`src/rtl/rv32i_pkg.sv`:
```
// Shared RV32I core definitions used by the fetch path.
package rv32i_pkg;

    typedef enum logic [1:0] {
        ST_IDLE  = 2'd0,
        ST_FETCH = 2'd1,
        ST_VALID = 2'd2,
        ST_FAULT = 2'd3
    } fetch_state_e;

    localparam logic [1:0] FC_NONE     = 2'b00;
    localparam logic [1:0] FC_MISALIGN = 2'b01;
    localparam logic [1:0] FC_TIMEOUT  = 2'b10;

    // ADDI x0,x0,0
    localparam logic [31:0] NOP_INSTR = 32'h0000_0013;

    function automatic int ctr_width(input int max_count);
        return (max_count < 1) ? 1 : $clog2(max_count + 1);
    endfunction

endpackage

```
`src/rtl/fetch_timeout_ctr.sv`:
```
// Up-counter for cycles spent waiting on an instruction memory acknowledge.
module fetch_timeout_ctr
    import rv32i_pkg::*;
#(
    parameter int MAX = 15
) (
    input  logic clk,
    input  logic reset,
    input  logic clr,
    input  logic en,
    output logic tc
);

    localparam int W = ctr_width(MAX);

    logic [W-1:0] count;

    always_ff @(posedge clk or negedge reset) begin
        if (!reset) begin
            count <= '0;
        end else if (clr) begin
            count <= '0;
        end else if (en) begin
            count <= count + W'(1);
        end
    end

    assign tc = (count == W'(MAX));

endmodule

```
`src/rtl/instr_fetch_unit.sv`:
```
// Fetch controller: issues imem requests at pc, holds the word for decode,
// strobes the PC load and latches misaligned / timeout faults.
//
//   state | meaning
//   IDLE  | one cycle after reset release
//   FETCH | request outstanding at pc (or fault check on misaligned pc)
//   VALID | instr held for decode, waiting on instr_ready
//   FAULT | sticky fault, left only by reset
module instr_fetch_unit
    import rv32i_pkg::*;
#(
    parameter int          TIMEOUT     = 15,
    parameter logic [31:0] RESET_INSTR = NOP_INSTR
) (
    input  logic        clk,
    input  logic        reset,
    input  logic [31:0] pc,
    output logic        imem_req,
    output logic [31:0] imem_addr,
    input  logic [31:0] imem_rdata,
    input  logic        imem_ack,
    output logic [31:0] instr,
    output logic        instr_valid,
    input  logic        instr_ready,
    output logic        pc_load,
    output logic        fetch_fault,
    output logic [1:0]  fault_cause
);

    localparam logic [1:0] IDLE  = ST_IDLE;
    localparam logic [1:0] FETCH = ST_FETCH;
    localparam logic [1:0] VALID = ST_VALID;
    localparam logic [1:0] FAULT = ST_FAULT;

    logic [1:0] state;
    logic [1:0] state_nxt;
    logic       aligned;
    logic       req_active;
    logic       ack_take;
    logic       ctr_tc;
    logic       timeout_hit;

    assign aligned    = (pc[1:0] == 2'b00);
    assign req_active = (state == FETCH) && aligned;
    assign ack_take   = req_active && imem_ack;
    // an ack in the terminal-count cycle still completes the fetch
    assign timeout_hit = req_active && !imem_ack && ctr_tc && (TIMEOUT != 0);

    fetch_timeout_ctr #(
        .MAX (TIMEOUT)
    ) u_timeout_ctr (
        .clk   (clk),
        .reset (reset),
        .clr   (!req_active || imem_ack),
        .en    (req_active && !imem_ack && (TIMEOUT != 0)),
        .tc    (ctr_tc)
    );

    always_comb begin
        state_nxt = state;
        case (state)
            IDLE:  state_nxt = FETCH;
            FETCH: begin
                if (!aligned) begin
                    state_nxt = FAULT;
                end else if (imem_ack) begin
                    state_nxt = VALID;
                end else if (timeout_hit) begin
                    state_nxt = FAULT;
                end
            end
            VALID: begin
                if (instr_ready) begin
                    state_nxt = FETCH;
                end
            end
            FAULT:   state_nxt = FAULT;
            default: state_nxt = IDLE;
        endcase
    end

    always_ff @(posedge clk or negedge reset) begin
        if (!reset) begin
            state <= IDLE;
        end else begin
            state <= state_nxt;
        end
    end

    always_ff @(posedge clk or negedge reset) begin
        if (!reset) begin
            fault_cause <= FC_NONE;
        end else if (state == FETCH) begin
            if (!aligned) begin
                fault_cause <= FC_MISALIGN;
            end else if (timeout_hit) begin
                fault_cause <= FC_TIMEOUT;
            end
        end
    end

    always_ff @(posedge clk or negedge reset) begin
        if (!reset) begin
            instr       <= RESET_INSTR;
            instr_valid <= 1'b0;
        end else if (ack_take) begin
            instr       <= imem_rdata;
            instr_valid <= 1'b1;
        end else if ((state == VALID) && instr_ready) begin
            instr_valid <= 1'b0;
        end
    end

    assign imem_req    = req_active;
    assign imem_addr   = pc;
    assign pc_load     = (state == VALID) && instr_ready;
    assign fetch_fault = (state == FAULT);

endmodule

```
`config.mk`:
```
export PLATFORM = sky130hd
export DESIGN_NAME = instr_fetch_unit
export DESIGN_NICKNAME = d
export VERILOG_FILES = /design/src/rtl/rv32i_pkg.sv /design/src/rtl/fetch_timeout_ctr.sv /design/src/rtl/instr_fetch_unit.sv
export SDC_FILE = /design/constraint.sdc
export NUM_CORES = 1
export LEC_CHECK = 0
export ABC_AREA = 1
export CORE_ASPECT_RATIO = 0.9
export CORE_MARGIN = 2
export CORE_UTILIZATION = 34
export CTS_CLUSTER_DIAMETER = 100
export CTS_CLUSTER_SIZE = 16
export DETAILED_ROUTE_END_ITERATION = 16
export PLACE_DENSITY = 0.91
export SLEW_MARGIN = 10
export SYNTH_ARGS = -nofsm -noshare
export SYNTH_HDL_FRONTEND = slang
export SYNTH_SLANG_ARGS = --single-unit
```
`constraint.sdc`:
```
create_clock -name clk -period 1.29 [get_ports clk]
set_input_delay 0.258 -clock clk [delete_from_list [all_inputs] [get_ports clk]]
set_output_delay 0.258 -clock clk [all_outputs]
set_load 0.1 [all_outputs]
```
==> flow_summary_export.csv <==
group,metric,value,unit
status,status,"complete, but fails checks",
status,violations,"negative setup slack",
hold_path,worstHoldStart,"instr_ready",
worst_setup_path,critPathArrivalTime,1.15,ns
drt,drc,0,
finish,final_cell_area,0.00313,mm2
hold_path,holdPathStages,2,
sta,slew_violations,0,
sta,fmaxAchievable,711,MHz
die,die_w,82.7,um
worst_setup_path,crit_path_max_fanout,3,
clock_network,cts_buffers,5,
die,io_pins,138,
yosys,synth_top_family_by_area,"simple AND/OR/NAND/NOR gates",
die,core,0.00532,mm2
place,portBuffers,77,
sta,rsz0062_at_grt,"yes",
sta,fin_crit_sh,109,%
worst_setup_path,r2r_cells,9,
yosys,syn_nets,290,
power_and_ir_drop,powerDensity,1170,mW/mm2
place,dp_hpwl,3.62,mm
sta,setup_slack,-0.116,ns
clock_network,path_clk_slew,0.08,ns
clock_network,cts_tree,"done",
worst_setup_path,start_kind,"flop",
drt,vias_per_cell,4.42,
die,rows,25,
yosys,synth-simple-area-share,25.6,%
finish,syn2layout_area_growth,65.1,%
clock_network,insertion_delay,0.28,ns
worst_setup_path,rr_startpoint,"state[1]",
drt,drt_iter0_drc,57,
yosys,synth_mux_area_share,0,%
global_route,grt_use_total,16.6,%
finish,antenna_cells,0,
drt,vias,1542,
sta,final_hold_viol_count,0,
yosys,synth_xor_area_share,0,%
yosys,synth-seq-cells,41,
die,die_area,0.00619,mm2
worst_setup_path,r2r_setup_slack,-0.05,ns
die,die_y,74.8,um
die,start_util,35.6,%
worst_setup_path,max_stage_delay,0.42,ns
sta,worst_hold_slack,0.272,ns
clock_network,cts.path.max_buffers,2,
worst_setup_path,critical_path.cell_chain,"inv_2, nand2_4, nor2_4, buf_12",
clock_network,cts-root-buf,"clkbuf_8",
clock_network,cts_sinks,41,
yosys,yosysUniqueCellTypes,19,
drt,wl,4.82,mm
yosys,synth_adder_area_share,0.661,%
power_and_ir_drop,p_leak,1.59,nW
flow_run,maxCapViolCount,0,
drt,ant_nets,0,
place,gp_congestion,0.734,
worst_setup_path,setup.worst_path.class,"flop to output pin",
yosys,yosysSeqAreaShare,54.4,%
yosys,avgSynthCellArea,8.57,um2
power_and_ir_drop,p_total,3.67,mW
hold_path,min_path_type,"input port to flop",
sta,finClkSkew,0.00344,ns
hold_path,hold_end,"state[1]",
worst_setup_path,crit_family,"flip-flops",
drt,drtPass1Iterations,4,
yosys,syn_area,0.00189,mm2
sta,tightest_slew,0.447,ns
worst_setup_path,end_kind,"output pin",
power_and_ir_drop,peakVddDrop,0.000733,V
place,placed_area,0.00295,mm2
sta,setup_violations,36,
global_route,grt_pass1_vias,1591,
yosys,syn_inst,221,
yosys,ys_warn_count,0,
finish,drive_gt1_share,28.4,%
worst_setup_path,cp.required,1.03,ns
global_route,antenna_found_initial,0,
global_route,grt_pass1_wl,7.69,mm
sta,relSlewSlack,70.2,%
worst_setup_path,r2r-end,"instr[25]",
clock_network,htreeDepth,2,
global_route,grt_max_degree,28,
sta,period_needed,1.41,ns
drt,wl_per_cell,13.8,um
worst_setup_path,slowest_stage,"dfrtp_1",
finish,layout.nets,350,
yosys,synth_compound_area_share,1.45,%
global_route,grt_overflow_total,0,
worst_setup_path,path_buf_inv,2,
kinds of logic after synthesis:
kind of cell / Yosys count
adders and majority gates: 1
and+or+nand+nor: 123
buffers and inverters: 51
AOI/OAI and AO/OA: 5
DFF: 41
cell type report:
cell class | instances | area (um2)
multi-input cells | 129 | 552
inverters | 13 | 51.3
well taps | 67 | 83.8
clock inverters | 2 | 10.0
flip-flops and latches | 41 | 1030
clock buffers | 6 | 72.6
fillers | 454 | 2190
repair buffers | 91 | 1330
report_power, final:
part / internal (mW) / switching (mW)
combinational: 0.514 / 0.870
clock: 0.375 / 0.424
sequential: 1.38 / 0.105
total: 2.27 / 1.40
cell usage in the layout, fill, tap and decap left out, drive strengths merged:
master,netlist,final
nand3,2,2
clkinv,0,2
dlygate4sd3,0,1
dlymetal6s2s,0,2
o21ai,2,2
buf,38,53
inv,13,13
nor2,9,9
ha,1,1
clkdlybuf4s50,0,33
dfstp,3,3
nand2,112,112
dfrtp,38,38
o22ai,2,2
a21oi,1,1
clkbuf,0,7
dlygate4sd2,0,1
registers in the layout, summed over array words and instances (netlist names):
name,flops
fault_cause,2
instr,32
instr_valid,1
state,2
u_timeout_ctr.count,4
cells in the mapped netlist (all sizes together):
library cell / instances / area share (%)
nor2: 9 / 2.2
dfstp: 3 / 4.2
a21oi: 1 / 0.26
ha: 1 / 0.66
dfrtp: 38 / 50
buf: 38 / 15
inv: 13 / 2.7
o22ai: 2 / 0.66
nand3: 2 / 0.53
o21ai: 2 / 0.53
nand2: 112 / 23
metrics by stage:
stage / worst slack, ns / TNS [ns] / instances / util [%]
finish: -0.116 / -1.23 / 349 / 58.8
global route: -0.156 / -3.96 / 349 / 58.8
CTS: -0.155 / -2.11 / 347 / 57.8
detailed placement: -0.353 / -12.90 / 336 / 55.5
global placement: -0.275 / -10.29 / 336 / 55.5
floorplan: -0.311 / -11.56 / 221 / -
routing by layer:
metal	vias to the layer above	wire length, um	global-route usage, %
li1	747	-	-
met1	721	1760	19.7
met2	63	2580	28.4
met3	11	411	5.88
met4	0	65	5.28
met5	-	0	0
what timing repair did:
item / 4_1_cts / 5_1_grt
resized for setup: 7 / 10
setup buffers: 2 / 1
endpoints found under the setup margin: 35 / 46
hold endpoints to repair: 14 / 0
hold buffers: 1 / 0
pin swaps: 3 / 3
gates cloned: 0 / 1
worst max path at each step:
stage | startpoint | end | slack, ns | cells after the start
CTS | state[1] | imem_req | -0.16 | 4
detailed placement | pc[1] | instr[17] | -0.35 | 8
floorplan | state[1] | instr[10] | -0.31 | 7
global placement | pc[0] | instr[25] | -0.27 | 8
finish | state[1] | imem_req | -0.12 | 4
global route | state[1] | imem_req | -0.16 | 4
Power figures use the tool's default switching activity.
